### src/rtl/fib_pkg.sv
// Shared types and default widths for the fib kernel job sequencer.
// FIB_SEQ_CYCLE_COUNT_EN adds a per-result cycle count field.
package fib_pkg;

   localparam int N_W        = 6;
   localparam int DATA_W     = 32;
   localparam int TAG_W      = 4;
   localparam int FIFO_DEPTH = 4;

   typedef enum logic [1:0] {
      IDLE   = 2'd0,
      LAUNCH = 2'd1,
      WAIT   = 2'd2
   } seq_state_e;

   typedef struct packed {
      logic [TAG_W-1:0]  tag;
      logic [DATA_W-1:0] data;
`ifdef FIB_SEQ_CYCLE_COUNT_EN
      logic [15:0]       cycles;
`endif
   } res_entry_t;

`ifdef FIB_SEQ_CYCLE_COUNT_EN
   function automatic logic [15:0] sat_inc16(input logic [15:0] v);
      return (v == 16'hFFFF) ? v : v + 16'd1;
   endfunction
`endif

endpackage

### src/rtl/fib_result_fifo.sv
// Small synchronous result FIFO; head is read straight from storage so it
// appears on the outputs the cycle after the push.
module fib_result_fifo
   import fib_pkg::*;
#(
   parameter int WIDTH = 8,
   parameter int DEPTH = 4
) (
   input  logic                     clk,
   input  logic                     rst_n,
   input  logic                     push,
   input  logic [WIDTH-1:0]         push_data,
   input  logic                     pop,
   output logic [WIDTH-1:0]         head_data,
   output logic                     head_valid,
   output logic [$clog2(DEPTH):0]   count
);

   localparam int AW = $clog2(DEPTH);

   logic [WIDTH-1:0] mem [DEPTH];
   logic [AW-1:0]    wr_ptr_reg;
   logic [AW-1:0]    rd_ptr_reg;
   logic [AW:0]      count_reg;
   logic             do_push;
   logic             do_pop;

   // A pop frees a slot in the same cycle, so push-at-full with pop is legal.
   assign do_pop  = pop && (count_reg != '0);
   assign do_push = push && ((count_reg != (AW+1)'(DEPTH)) || do_pop);

   always_ff @(posedge clk) begin
      if (do_push) begin
         mem[wr_ptr_reg] <= push_data;
      end
   end

   always_ff @(posedge clk or negedge rst_n) begin
      if (!rst_n) begin
         wr_ptr_reg <= '0;
         rd_ptr_reg <= '0;
         count_reg  <= '0;
      end else begin
         if (do_push) begin
            wr_ptr_reg <= wr_ptr_reg + 1'b1;
         end
         if (do_pop) begin
            rd_ptr_reg <= rd_ptr_reg + 1'b1;
         end
         if (do_push && !do_pop) begin
            count_reg <= count_reg + 1'b1;
         end else if (do_pop && !do_push) begin
            count_reg <= count_reg - 1'b1;
         end
      end
   end

   assign head_data  = mem[rd_ptr_reg];
   assign head_valid = (count_reg != '0);
   assign count      = count_reg;

endmodule

### src/rtl/fib_job_sequencer.sv
// Host front end for the fib kernel: launches one job at a time, tags and
// queues the results. FIB_SEQ_CYCLE_COUNT_EN adds the res_cycles output.
module fib_job_sequencer
   import fib_pkg::*;
#(
   parameter int N_W        = fib_pkg::N_W,
   parameter int DATA_W     = fib_pkg::DATA_W,
   parameter int TAG_W      = fib_pkg::TAG_W,
   parameter int FIFO_DEPTH = fib_pkg::FIFO_DEPTH
) (
   input  logic              clk,
   input  logic              rst_n,
   input  logic              job_valid,
   output logic              job_ready,
   input  logic [N_W-1:0]    job_n,
   input  logic [DATA_W-1:0] job_a,
   input  logic [DATA_W-1:0] job_b,
   output logic              res_valid,
   input  logic              res_ready,
   output logic [DATA_W-1:0] res_data,
   output logic [TAG_W-1:0]  res_tag,
`ifdef FIB_SEQ_CYCLE_COUNT_EN
   output logic [15:0]       res_cycles,
`endif
   output logic              busy,
   output logic              k_r_enable,
   output logic              k_ctrl,
   output logic [N_W-1:0]    k_n,
   output logic [DATA_W-1:0] k_a,
   output logic [DATA_W-1:0] k_b,
   input  logic              k_w_enable,
   input  logic [DATA_W-1:0] k_result
);

   localparam int AW = $clog2(FIFO_DEPTH);
`ifdef FIB_SEQ_CYCLE_COUNT_EN
   localparam int ENTRY_W = TAG_W + DATA_W + 16;
`else
   localparam int ENTRY_W = TAG_W + DATA_W;
`endif

   seq_state_e        state_reg;
   logic              run_reg;
   logic              busy_reg;
   logic              k_r_enable_reg;
   logic [TAG_W-1:0]  tag_reg;
   logic [N_W-1:0]    k_n_reg;
   logic [DATA_W-1:0] k_a_reg;
   logic [DATA_W-1:0] k_b_reg;

   logic [AW:0]        fifo_count;
   logic               fifo_full;
   logic               accept;
   logic               capture;
   logic [ENTRY_W-1:0] push_entry;
   logic [ENTRY_W-1:0] head_entry;

   // run_reg keeps job_ready low while reset is asserted and for the first edge after.
   assign fifo_full = (fifo_count == (AW+1)'(FIFO_DEPTH));
   assign job_ready = run_reg && (state_reg == IDLE) && !fifo_full;
   assign accept    = job_valid && job_ready;
   assign capture   = (state_reg == WAIT) && k_w_enable;

   always_ff @(posedge clk or negedge rst_n) begin
      if (!rst_n) begin
         state_reg      <= IDLE;
         run_reg        <= 1'b0;
         busy_reg       <= 1'b0;
         k_r_enable_reg <= 1'b0;
         tag_reg        <= '0;
         k_n_reg        <= '0;
         k_a_reg        <= '0;
         k_b_reg        <= '0;
      end else begin
         run_reg        <= 1'b1;
         k_r_enable_reg <= 1'b0;
         case (state_reg)
            IDLE: begin
               if (accept) begin
                  k_n_reg        <= job_n;
                  k_a_reg        <= job_a;
                  k_b_reg        <= job_b;
                  k_r_enable_reg <= 1'b1;
                  busy_reg       <= 1'b1;
                  state_reg      <= LAUNCH;
               end
            end
            // w_enable may still be high from the previous job here.
            LAUNCH: state_reg <= WAIT;
            WAIT: begin
               if (k_w_enable) begin
                  tag_reg   <= tag_reg + 1'b1;
                  busy_reg  <= 1'b0;
                  state_reg <= IDLE;
               end
            end
            default: begin
               busy_reg  <= 1'b0;
               state_reg <= IDLE;
            end
         endcase
      end
   end

`ifdef FIB_SEQ_CYCLE_COUNT_EN
   logic [15:0] cycles_reg;

   // Counts LAUNCH/WAIT cycles seen so far; the capture cycle is added at push.
   always_ff @(posedge clk or negedge rst_n) begin
      if (!rst_n) begin
         cycles_reg <= '0;
      end else if (accept) begin
         cycles_reg <= '0;
      end else if (state_reg != IDLE) begin
         cycles_reg <= sat_inc16(cycles_reg);
      end
   end

   assign push_entry = {tag_reg, k_result, sat_inc16(cycles_reg)};
   assign res_cycles = head_entry[15:0];
   assign res_data   = head_entry[16 +: DATA_W];
`else
   assign push_entry = {tag_reg, k_result};
   assign res_data   = head_entry[0 +: DATA_W];
`endif
   assign res_tag    = head_entry[ENTRY_W-1 -: TAG_W];

   fib_result_fifo #(
      .WIDTH (ENTRY_W),
      .DEPTH (FIFO_DEPTH)
   ) u_fifo (
      .clk        (clk),
      .rst_n      (rst_n),
      .push       (capture),
      .push_data  (push_entry),
      .pop        (res_ready),
      .head_data  (head_entry),
      .head_valid (res_valid),
      .count      (fifo_count)
   );

   assign busy       = busy_reg;
   assign k_r_enable = k_r_enable_reg;
   assign k_ctrl     = 1'b0;
   assign k_n        = k_n_reg;
   assign k_a        = k_a_reg;
   assign k_b        = k_b_reg;

endmodule
### config.mk
export PLATFORM = sky130hd
export DESIGN_NAME = fib_job_sequencer
export DESIGN_NICKNAME = d
export VERILOG_FILES = /design/src/rtl/fib_pkg.sv /design/src/rtl/fib_result_fifo.sv /design/src/rtl/fib_job_sequencer.sv
export SDC_FILE = /design/constraint.sdc
export NUM_CORES = 1
export LEC_CHECK = 0
export CORE_MARGIN = 1.5
export CORE_UTILIZATION = 35
export CTS_CLUSTER_SIZE = 16
export DETAILED_ROUTE_END_ITERATION = 8
export HOLD_SLACK_MARGIN = 0.08
export PLACE_DENSITY = 0.64
export SETUP_SLACK_MARGIN = 0.4
export SLEW_MARGIN = 30
export SYNTH_ARGS = -nofsm -noshare
export SYNTH_HDL_FRONTEND = slang
export SYNTH_SLANG_ARGS = --single-unit
### constraint.sdc
create_clock -name clk -period 3.38 [get_ports clk]
set_input_delay 0.676 -clock clk [delete_from_list [all_inputs] [get_ports clk]]
set_output_delay 0.676 -clock clk [all_outputs]
set_load 0.03 [all_outputs]
# Yosys cells after proc, flatten, opt, wreduce, memory -nomap -nowiden
# Memories as Yosys holds them, arrays and structs flattened.
# Cells that the tools add are included.
totals:
  romBits: 0
  register_bits: 86
  memories: 1
  input_bits: 107
  output_inout_bits: 111
  latch_bits: 0
  mem_bits_rw: 144
op_classes:
  bitwise: 1
  n_shift: 0
  mul: 0
  n_eq_ne: 6
  addsub: 5
  mux: 12
  n_reduce_logical: 19
  div: 0
  n_lt_le_gt_ge: 0
memory_table:
  columns: ["memory", "words", "width", "read_ports", "rd_ports_with_merged_regs", "wr", "line", "text"]
  rows:
  - ["u_fifo.mem", 4, 36, 1, 0, 1, "fib_result_fifo.sv:21", "logic [WIDTH-1:0] mem [DEPTH];"]
ops:
  columns: ["cell", "count"]
  rows:
  - ["logical AND 1 bit", 8]
  - ["2-to-1 mux 1 bit", 6]
  - ["2-to-1 mux 3 bit", 2]
  - ["case mux 2 bit (3 select lines)", 1]
  - ["AND reduction 2 bit", 3]
  - ["adder 2 x 1 -> 2 bit (second input constant)", 2]
  - ["adder 4 x 1 -> 4 bit (second input constant)", 1]
  - ["2-to-1 mux 2 bit", 2]
  - ["!= test 2 bit (second input constant)", 2]
  - ["adder 3 x 1 -> 3 bit (second input constant)", 1]
  - ["equality test 3 bit (second input constant)", 1]
  - ["logical NOT 1 bit", 3]
  - ["!= test 3 bit (second input constant)", 1]
  - ["case mux 1 bit (3 select lines)", 1]
  - ["AND reduction 3 bit", 1]
  - ["nonzero test 3 bit", 1]
  - ["subtractor 3 x 1 -> 3 bit (second input constant)", 1]
  - ["equality test 2 x 1 -> 1 bit (second input constant)", 1]
  - ["equality test 2 bit (second input constant)", 1]
  - ["logical NOT 2 bit", 1]
  - ["nonzero test 2 bit", 1]
  - ["logical OR 1 bit", 1]
  - ["NOT 1 bit", 1]

# Logic depth before layout (Yosys ltp)
# Gate-level depths: netlist (run 1).
logic_depth:
  ltp_word: 8
  ltp_mapped: 9

# Hierarchy
# A second synthesis (run 1) with hierarchy kept.
hier_totals:
  cells_unflattened: 401
  area_unflattened_um2: 8625.8
modules_own_cells:
  columns: ["module", "cells_per_inst", "instances", "seq_area_each_um2", "area_per_inst_um2"]
  rows:
  - ["fib_result_fifo", 222, 1, 4499.3, 5612.9]
  - ["fib_job_sequencer", 179, 1, 1976.9, 3012.9]

# Worst setup path before layout (run 1)
# Ideal clock, no wire load.
synth_path:
  path_type: "input to register"
  start: "input k_w_enable"
  end: "memory u_fifo.mem[0][0] (netlist name), enable pin"
  setup_time_ps: 397
  path_slack_ps: 817
  arrival_ps: 2167
  cell_stages: 4
  cell_sequence: "and3b_1 > clkbuf_1 > o21a_1 > and2_1"
synth_via:
  elab_chain_cells: 4
synth_lines:
  columns: ["element", "line", "text"]
  rows:
  - ["start: declaration", "fib_job_sequencer.sv:31", "input logic k_w_enable,"]
  - ["logical AND 1 bit", "fib_job_sequencer.sv:62", "assign capture = (state_reg == WAIT) && k_w_enable;"]
  - ["logical AND 1 bit", "fib_result_fifo.sv:30", "assign do_push = push && ((count_reg != (AW+1)'(DEPTH)) || do_pop);"]
  - ["via u_fifo.do_push", "fib_result_fifo.sv:25", "logic do_push;"]
  - ["2-to-1 mux 1 bit", "fib_result_fifo.sv:33", "if (do_push) begin"]
  - ["2-to-1 mux 1 bit (implied by the code)", "fib_result_fifo.sv:34", "mem[wr_ptr_reg] <= push_data;"]
  - ["end: declaration", "fib_result_fifo.sv:21", null]
# The timed path passes the listed nets, and every way through them passes these cells.

# Final worst setup path (run 1)
layout_path:
  start: "register u_fifo.count_reg[0], in the netlist u_fifo.count[0]"
  end: "output job_ready"
layout_via:
  elab_chain_cells: 3
layout_lines:
  columns: ["element", "line", "text"]
  rows:
  - ["start: declaration", "fib_result_fifo.sv:24", "logic [AW:0] count_reg;"]
  - ["start signal: assignment", "fib_result_fifo.sv:51", "count_reg <= count_reg + 1'b1;"]
  - ["start signal: assignment", "fib_result_fifo.sv:53", "count_reg <= count_reg - 1'b1;"]
  - ["equality test 3 bit", "fib_job_sequencer.sv:59", "assign fifo_full = (fifo_count == (AW+1)'(FIFO_DEPTH));"]
  - ["logical NOT 1 bit", "fib_job_sequencer.sv:60", "assign job_ready = run_reg && (state_reg == IDLE) && !fifo_full;"]
  - ["logical AND 1 bit", "fib_job_sequencer.sv:60", null]
  - ["end: declaration", "fib_job_sequencer.sv:14", "output logic job_ready,"]
# Every way passes these cells.

==> results of run 1 <==
[cells in the mapped netlist (2+ instances only)]
| master | instances | area [µm²] |
|---|---|---|
| mux2_1 | 7 | 78.8 |
| xor2_1 | 3 | 26.3 |
| dfrtp_1 | 86 | 2150 |
| conb_1 | 2 | 7.51 |
| buf_6 | 7 | 78.8 |
| inv_1 | 5 | 18.8 |
| nor2_1 | 2 | 7.51 |
| buf_2 | 5 | 25.0 |
| xnor2_1 | 6 | 52.6 |
| nand2_1 | 4 | 15.0 |
| clkbuf_1 | 3 | 11.3 |
| buf_4 | 2 | 15.0 |
| edfxtp_1 | 144 | 4320 |
| and2_1 | 4 | 25.0 |
| mux2_2 | 66 | 743 |
| ha_1 | 6 | 75.1 |
| mux4_2 | 36 | 811 |
[report_power, final]
group          switching, µW  leakage, µW  internal (µW)
clock                   1060     0.000391           1660
sequential               407      0.00232           3660
combinational           2410      0.00169           1990
total                   3880      0.00440           7310
[cell type report]
cell class	instances	share of cell area [%]
Sequential cell	230	54.1
Tap cell	324	3.38
Multi-Input combinational cell	148	16.4
Clock buffer	30	5.38
Inverter	5	0.157
Timing Repair Buffer	227	19.1
Clock inverter	15	1.48
[worst max-delay path: stages, from the launching register on]
cell and delay (ns):
dfrtp_1 0.43, or3b_4 0.45, and3_1 0.18, clkdlybuf4s50_1 0.62
[cells in the final DEF, fill, tap and decap left out, types with 2 or more instances in the layout]
master           instances
clkdlybuf4s50_1        179
edfxtp_1               144
dfrtp_1                 84
mux2_2                  66
mux4_2                  36
dlygate4sd2_1           36
clkbuf_16               25
mux2_1                   7
xnor2_1                  6
ha_1                     6
buf_12                   6
inv_1                    5
clkinv_1                 5
clkbuf_1                 5
nand2_1                  4
and2_2                   4
bufinv_16                4
xor2_1                   3
buf_6                    3
nor2_1                   2
conb_1                   2
clkinv_2                 2
clkinvlp_4               2
buf_4                    2
[per-layer routing]
layer | wire length [µm] | part of all wire, %
met1 | 7150 | 39
met2 | 8540 | 47
met3 | 2090 | 12
met5 | 0 | 0
met4 | 363 | 2.0
[final timing paths]
path | slack [ns] | depth (start not counted) | end
max in group asynchronous | 2.56 | 1 | u_fifo.rd_ptr_reg[1]
worst min register to register | 0.49 | 1 | k_b[0]
min in group clk | 0.49 | 1 | k_b[0]
worst max-delay path | 0.51 | 3 | job_ready
worst max register to register | 1.14 | 6 | u_fifo.count[1]
worst min-delay path | 0.22 | 1 | k_b[30]
[cells by family after synthesis]
kind of cell	Yosys count	synth area share [%]
AND/OR/NAND/NOR	18	1.39
other	2	0.0875
adder cells (fa/ha/maj)	7	1.11
XOR/XNOR	9	0.919
AO/OA/AOI/OAI	2	0.146
buffers and inverters	22	1.74
flip-flops	230	75.5
multiplexers	110	19.1
[repair_timing]
action	4_1_cts	5_1_grt
setup endpoints to repair	36	0
resized for setup	40	0
buffers inserted	1	0
[per-stage QoR]
stage                     utilization [%]  cell area (µm²)
final                                49.5            12000
after global routing                 49.5            12000
after CTS                            49.5            12000
after detailed placement             46.2            11200
after global placement               46.2            11200
after floorplan                         -             8580
==> flow_metrics.py, run 1 <==
metrics = {
    "run_status": {
        "status": "complete, no violations",
    },
    "run": {
        "drv_cap": 0,
    },
    "critical_path": {
        "required_ns": 2.70,
        "path_class": "reg -> out",
        "path_max_fanout": 4,
        "worstSetupEndpointType": "output pin",
        "cp-startpoint": "u_fifo.count[0]",
        "r2r_start": "u_fifo.count[0]",
        "worstPathArrival_ns": 2.19,
        "worstSetupStartpointType": "flop",
    },
    "final_layout": {
        "largest_reg_flops": 144,
        "instances_no_fill": 979,
        "fillers": 1960,
        "area_delta_synth_final_pct": 39.6,
        "multi_input_area_um2": 1960,
        "final_nets": 751,
        "n_antenna_cell": 0,
        "final_layout_size_suffix_gt1_share_pct": 24.0,
        "seq_area_um2": 6480,
    },
    "detailed_routing": {
        "drt-initial-drc-count": 145,
        "antenna_left": 0,
        "viasPerCell": 4.59,
        "vias": 4493,
        "drt_pass1_iterations": 4,
        "drc": 0,
        "wl_per_cell_um": 18.5,
        "drt_wl_total_um": 18100,
    },
    "placed_design": {
        "gp_congestion": 0.720,
        "place_hpwl_um": 11900,
        "port-buffer-count": 216,
        "dp_cells": 933,
        "place_worst_setup_slack_ns": 0.458,
    },
    "clock_tree": {
        "path_clk_slew_ns": 0.06,
        "cts-hold-fix-buffers": 0,
        "numCtsBuffers": 25,
        "root_buffer": "clkbuf_16",
        "clock_path_buffers": 3,
        "clk-insertion-delay-late_ns": 0.51,
        "cts_max_level": 1,
        "clkSinkCount": 230,
        "cts_tree": "yes",
    },
    "timing": {
        "fmax_mhz": 349,
        "tightest_slew_ns": 0.788,
        "fin_tns_setup_ns": 0,
        "slew_viol_final": 0,
        "period_needed_ns": 2.87,
        "fin_hold_ws_ns": 0.217,
        "rsz0062_at_grt": "false",
        "setup_violations": 0,
        "hold_viol_final": 0,
        "finClkSkew_ns": 0.0124,
        "period_share_pct": 84.8,
        "relSlewSlack_pct": 47.5,
        "setup_slack_ns": 0.514,
    },
    "grt": {
        "gr-total-overflow": 0,
        "first_global_vias": 5127,
        "grt_max_degree": 87,
        "grt_antenna_before_repair": 0,
        "grt_util_met3_pct": 6.07,
        "grt_use_total_pct": 14.4,
        "grt_first_pass_wirelength_um": 28500,
        "met2_usage_pct": 24.2,
        "busiest_layer": "met2",
        "use_met1_pct": 17.1,
    },
    "yosys": {
        "synthArstFlopShare_pct": 37.4,
        "synth.distinct_cells": 29,
        "syn_avg_cell_area_um2": 21.5,
        "syn_area_um2": 8580,
        "syn_nets": 514,
        "synth.ff_latch_count": 230,
        "ys_seq_area_share_pct": 75.5,
        "ys_warn_count": 0,
        "syn_inst": 400,
        "synth-edff-count": 144,
        "ys.flop_type": "edfxtp_1",
    },
    "floorplan": {
        "rows": 57,
        "dieHeight_um": 160,
        "die_w_um": 160,
        "core_area_um2": 24200,
        "initial_core_util_pct": 35.5,
        "io_pins": 218,
        "die_area_um2": 25500,
    },
    "power": {
        "powerDensity_nw_per_um2": 934,
        "ir_worst_vdd_mv": 0.582,
        "total_power_uw": 11200,
        "p_leak_uw": 0.00440,
    },
    "hold_path": {
        "holdCritPathClass": "in -> async",
    },
}
(Power assumes the default switching activity.)
==> run 2: changes to the inputs <==
--- a/config.mk
+++ b/config.mk
@@ -10,7 +10,7 @@
 export CTS_CLUSTER_SIZE = 16
 export DETAILED_ROUTE_END_ITERATION = 8
 export HOLD_SLACK_MARGIN = 0.08
-export PLACE_DENSITY = 0.64
+export PLACE_DENSITY = 0.67
 export SETUP_SLACK_MARGIN = 0.4
 export SLEW_MARGIN = 30
 export SYNTH_ARGS = -nofsm -noshare
==> constraint.sdc (replaced) <==
create_clock -name clk -period 2.4 [get_ports clk]
set_input_delay 0.48 -clock clk [delete_from_list [all_inputs] [get_ports clk]]
set_output_delay 0.48 -clock clk [all_outputs]
set_load 0.03 [all_outputs]
==> flow_metrics.py, run 2 (synthesis results as in run 1) <==
metrics = {
    "final_layout": {
        "final_layout_size_suffix_gt1_share_pct": 33.4,
        "final_cell_mix": "edfxtp_1, clkdlybuf4s50_1, dfrtp_1",
        "final_area_um2": 12300,
        "final_common_cell": "edfxtp_1",
        "multi_input_area_um2": 2010,
        "fillers": 1964,
        "area_delta_synth_final_pct": 43.8,
        "n_antenna_cell": 0,
        "fin_util_pct": 51.0,
        "seq_area_um2": 6480,
        "final_nets": 772,
        "largest_reg_flops": 144,
    },
    "floorplan": {
        "die_area_um2": 25500,
        "die_w_um": 160,
        "initial_core_util_pct": 35.5,
        "rows": 57,
        "dieHeight_um": 160,
        "core_area_um2": 24200,
        "io_pins": 218,
    },
    "placed_design": {
        "port-buffer-count": 216,
        "place_hpwl_um": 12000,
        "dpl_cell_area_um2": 11300,
        "gp_congestion": 0.727,
    },
    "critical_path": {
        "worstPathArrival_ns": 1.92,
        "worstSetupEndpointType": "output pin",
        "worstSetupStartpointType": "flop",
        "required_ns": 1.92,
        "path_class": "reg -> out",
        "path_max_fanout": 7,
    },
    "grt": {
        "first_global_vias": 5386,
        "grt_first_pass_wirelength_um": 30400,
        "grt_use_total_pct": 15.3,
        "grt_max_degree": 74,
        "gr-total-overflow": 0,
        "grt_antenna_before_repair": 0,
    },
    "timing": {
        "rsz0062_at_grt": "true",
        "slew_viol_final": 0,
        "setup_slack_ns": -0.00439,
        "setup_violations": 1,
        "hold_viol_final": 0,
        "fmax_mhz": 416,
        "finClkSkew_ns": 0.00656,
        "period_needed_ns": 2.40,
        "period_share_pct": 100,
    },
    "run_status": {
        "violations": "negative setup slack",
        "status": "finished, violations left",
    },
    "clock_tree": {
        "clock_path_buffers": 3,
        "cts_max_level": 1,
        "cts_tree": "yes",
        "clk-insertion-delay-late_ns": 0.51,
        "numCtsBuffers": 25,
        "root_buffer": "clkbuf_16",
        "path_clk_slew_ns": 0.06,
        "clkSinkCount": 230,
    },
    "detailed_routing": {
        "drt_wl_total_um": 19200,
        "viasPerCell": 4.72,
        "drt_pass1_iterations": 4,
        "wl_per_cell_um": 19.2,
        "antenna_left": 0,
        "drc": 0,
        "drt-initial-drc-count": 178,
        "vias": 4708,
    },
    "power": {
        "powerDensity_nw_per_um2": 1320,
        "swShare_pct": 34.6,
        "total_power_uw": 16300,
        "p_sw_uw": 5640,
        "p_seq_share_pct": 34.5,
        "ir_worst_vdd_mv": 0.849,
        "combPwrFrac_pct": 41.4,
        "p_leak_uw": 0.00472,
        "intPower_uw": 10600,
        "clkPwrFrac_pct": 24.1,
    },
    "hold_path": {
        "holdCritPathClass": "in -> async",
    },
    "run": {
        "drv_cap": 0,
    },
}
## run 2: cell types whose count changed in the layout (fill, tap and decap cells not counted), moves of 2 or more
cell / delta
buf_16: +4
clkbuf_1: -3
dlygate4sd2_1: +36
buf_12: +5
buf_6: +32
dfrtp_2: +2
buf_4: +17
clkdlybuf4s50_1: -74
## run 2: metal layers
| layer | wire length [µm] | GRT usage [%] | vias to the layer above | part of all wire, % |
|---|---|---|---|---|
| met5 | 0 | 0 | - | 0 |
| met4 | 408 | 4.55 | 0 | 2.1 |
| met3 | 1700 | 4.69 | 36 | 8.9 |
| met2 | 9340 | 25.9 | 209 | 49 |
| met1 | 7750 | 18.9 | 2400 | 40 |
| li1 | - | - | 2063 | - |
## run 2: path summary, 6_finish.rpt
kind | depth (start not counted) | slack (ns) | end | startpoint
worst max-delay path | 4 | -0.004 | res_data[2] | u_fifo.rd_ptr_reg[0]
worst min-delay path | 2 | 0.47 | k_a[31] | rst_n
worst max register to register | 6 | 0.34 | u_fifo.count[1] | u_fifo.count[1]
worst min register to register | 2 | 0.47 | busy | busy
max in group asynchronous | 3 | 1.31 | k_a[8] | rst_n
min in group clk | 2 | 0.47 | busy | busy
## run 2: layout make-up
cell class	instances	share of cell area, %
multi-input cells	148	16.3
clock inverters	16	1.67
flip-flops and latches	230	52.5
well taps	324	3.29
repair buffers	248	20.9
clock buffers	27	5.13
inverters	5	0.152
## run 2: timing repair
action | in CTS | in global routing
pin swaps | 7 | 5
hold endpoints to repair | 32 | 0
hold buffers | 1 | 0
cloned | 3 | 1
endpoints found under the setup margin | 112 | 110
setup buffers | 9 | 2
resized for setup | 282 | 3
## run 2: worst max-delay path, stage by stage (launching register included)
cell and delay, ns:
dfrtp_2 0.42, buf_12 0.14, buf_16 0.14, mux4_2 0.55, buf_6 0.17
## run 2: power by group through the flow
stage	sequential, µW	combinational (µW)	clock [µW]
after CTS	5620	6780	4050
after floorplan	6850	2700	0
after detailed placement	5700	6670	0
after global placement	5660	6600	0
after global routing	5740	7130	4200
final	5620	6740	3920
## run 2: metrics by stage
| stage | hold WS [ns] | setup slack, ns | TNS [ns] | instances |
|---|---|---|---|---|
| 2_1_floorplan | 0.184 | 0.360 | 0 | 400 |
| 3_3_place_gp | 0.469 | 0.0440 | 0 | 939 |
| 3_5_place_dp | 0.465 | -0.0117 | -0.0117 | 939 |
| 4_1_cts | 0.476 | -0.0266 | -0.0413 | 995 |
| 5_1_grt | 0.519 | -0.0531 | -0.518 | 998 |
| 6_report | 0.467 | -0.00439 | -0.00439 | 998 |
==> run 3: changes to the inputs <==
--- a/config.mk
+++ b/config.mk
@@ -6,11 +6,11 @@
 export NUM_CORES = 1
 export LEC_CHECK = 0
 export CORE_MARGIN = 1.5
-export CORE_UTILIZATION = 35
+export CORE_UTILIZATION = 29
 export CTS_CLUSTER_SIZE = 16
 export DETAILED_ROUTE_END_ITERATION = 8
 export HOLD_SLACK_MARGIN = 0.08
-export PLACE_DENSITY = 0.67
+export PLACE_DENSITY = 0.58
 export SETUP_SLACK_MARGIN = 0.4
 export SLEW_MARGIN = 30
 export SYNTH_ARGS = -nofsm -noshare
==> flow_metrics.py, run 3 (synthesis results as in run 1) <==
metrics = {
    "run_status": {
        "status": "finished, violations left",
        "violations": "negative setup slack",
    },
    "floorplan": {
        "dieHeight_um": 175,
        "io_pins": 218,
        "rows": 62,
        "initial_core_util_pct": 29.7,
        "core_area_um2": 28900,
        "die_area_um2": 30600,
        "die_w_um": 175,
    },
    "grt": {
        "grt_max_degree": 74,
        "grt_first_pass_wirelength_um": 29700,
        "grt_antenna_before_repair": 0,
        "grt_use_total_pct": 12.5,
        "first_global_vias": 5375,
        "gr-total-overflow": 0,
    },
    "final_layout": {
        "largest_reg_flops": 144,
        "area_delta_synth_final_pct": 45.4,
        "final_common_cell": "edfxtp_1",
        "final_area_um2": 12500,
        "final_layout_size_suffix_gt1_share_pct": 33.7,
        "final_nets": 777,
        "n_antenna_cell": 0,
        "fillers": 2544,
        "final_cell_mix": "edfxtp_1, clkdlybuf4s50_1, dfrtp_1",
    },
    "timing": {
        "period_share_pct": 102,
        "period_needed_ns": 2.45,
        "fin_tns_setup_ns": -0.678,
        "hold_viol_final": 0,
        "setup_violations": 30,
        "setup_slack_ns": -0.0518,
        "fmax_mhz": 408,
        "finClkSkew_ns": 0.0220,
        "slew_viol_final": 0,
        "fin_hold_ws_ns": 0.434,
        "rsz0062_at_grt": "true",
    },
    "run": {
        "drv_cap": 0,
    },
    "critical_path": {
        "path_delay_family": "buffers and inverters",
        "worstSetupEndpointType": "output pin",
        "required_ns": 1.92,
        "r2r_slack_ns": 0.36,
        "cp-startpoint": "u_fifo.rd_ptr_reg[0]",
        "worst-path-stages": 5,
        "path_class": "reg -> out",
        "path_buf_inv": 4,
        "r2r_start": "u_fifo.count[1]",
        "rr_worst_depth": 6,
        "slowest_stage": "mux4_2",
        "max_stage_delay_ns": 0.45,
        "path_cells": "buf_4 -> buf_12 -> buf_8 -> mux4_2 -> buf_6",
        "setup.worst_path.end": "res_data[31]",
        "worstPathArrival_ns": 1.97,
        "path_max_fanout": 9,
        "reg2reg_to": "u_fifo.count[1]",
        "worstSetupStartpointType": "flop",
    },
    "placed_design": {
        "gp_congestion": 0.743,
        "place_hpwl_um": 12400,
        "port-buffer-count": 216,
        "dpl_cell_area_um2": 11400,
    },
    "clock_tree": {
        "clkSinkCount": 230,
        "root_buffer": "clkbuf_16",
        "clk-insertion-delay-late_ns": 0.53,
        "clock_path_buffers": 3,
        "numCtsBuffers": 26,
        "cts_tree": "yes",
        "cts_max_level": 1,
        "path_clk_slew_ns": 0.06,
    },
    "power": {
        "ir_worst_vdd_mv": 0.761,
        "p_leak_uw": 0.00474,
        "powerDensity_nw_per_um2": 1310,
    },
    "detailed_routing": {
        "drc": 0,
        "vias": 4663,
        "top_layer_used": "met4",
        "met1Wirelength_um": 7560,
        "antenna_left": 0,
        "wl_met3_um": 1940,
        "dr_wl_met2_um": 8890,
        "viasPerCell": 4.37,
        "drt_pass1_iterations": 4,
        "drt-initial-drc-count": 211,
        "drt_wl_total_um": 18800,
        "wl_per_cell_um": 17.6,
    },
    "hold_path": {
        "holdCritPathClass": "in -> async",
    },
}
==> run 3: changes by cell type in the layout (fill, tap and decap cells not counted), moves of 4 or more <==
cell	change
buf_6	-10
clkinv_4	+4
and2_4	+4
clkbuf_1	+4
and2_2	-4
clkdlybuf4s15_2	+18
==> run 3: how the worst min path moves through the flow <==
stage,start,endpoint,depth (start not counted)
floorplan,rst_n,busy,0
global placement,rst_n,k_a[8],1
detailed placement,rst_n,k_a[12],1
CTS,rst_n,k_b[10],2
global route,rst_n,k_b[10],2
finish,rst_n,k_b[10],2
==> run 3: through the flow <==
step                      setup WS, ns  instances  utilization, %  total power, µW
after CTS                      -0.0911       1062            42.9            16500
after detailed placement     -0.000862       1001            39.3            12400
after global placement          0.0472       1001            39.3            12300
after global routing            -0.127       1067            43.1            17100
after floorplan                  0.360        400               -             9550
final                          -0.0518       1067            43.1            16300
==> run 3: power by group <==
group	internal (µW)	switching (µW)	leakage, µW
Sequential	5150	479	0.00232
Combinational	2940	3600	0.00198
Clock	2600	1550	0.000436
Total	10700	5630	0.00474
==> run 3: repair_timing <==
item | CTS | global route
resized for setup | 239 | 10
hold buffers | 1 | 0
endpoints found under the setup margin | 111 | 40
hold endpoints to repair | 28 | 0
cloned | 0 | 0
buffers inserted | 12 | 5
pin swaps | 3 | 6
==> run 3: cell type report <==
cell class	instances	area, µm²	share of cell area (%)
Sequential cell	230	6480	51.9
Timing Repair Buffer	252	2580	20.6
Multi-Input combinational cell	148	2010	16.1
Clock buffer	33	698	5.60
Tap cell	384	480	3.85
Clock inverter	15	216	1.73
Inverter	5	18.8	0.150
==> run 3: per-layer routing <==
layer,GRT usage (%),vias up
met2,20.7,207
met5,0,-
met1,14.8,2345
met3,5.03,29
li1,-,2082
met4,3.81,0
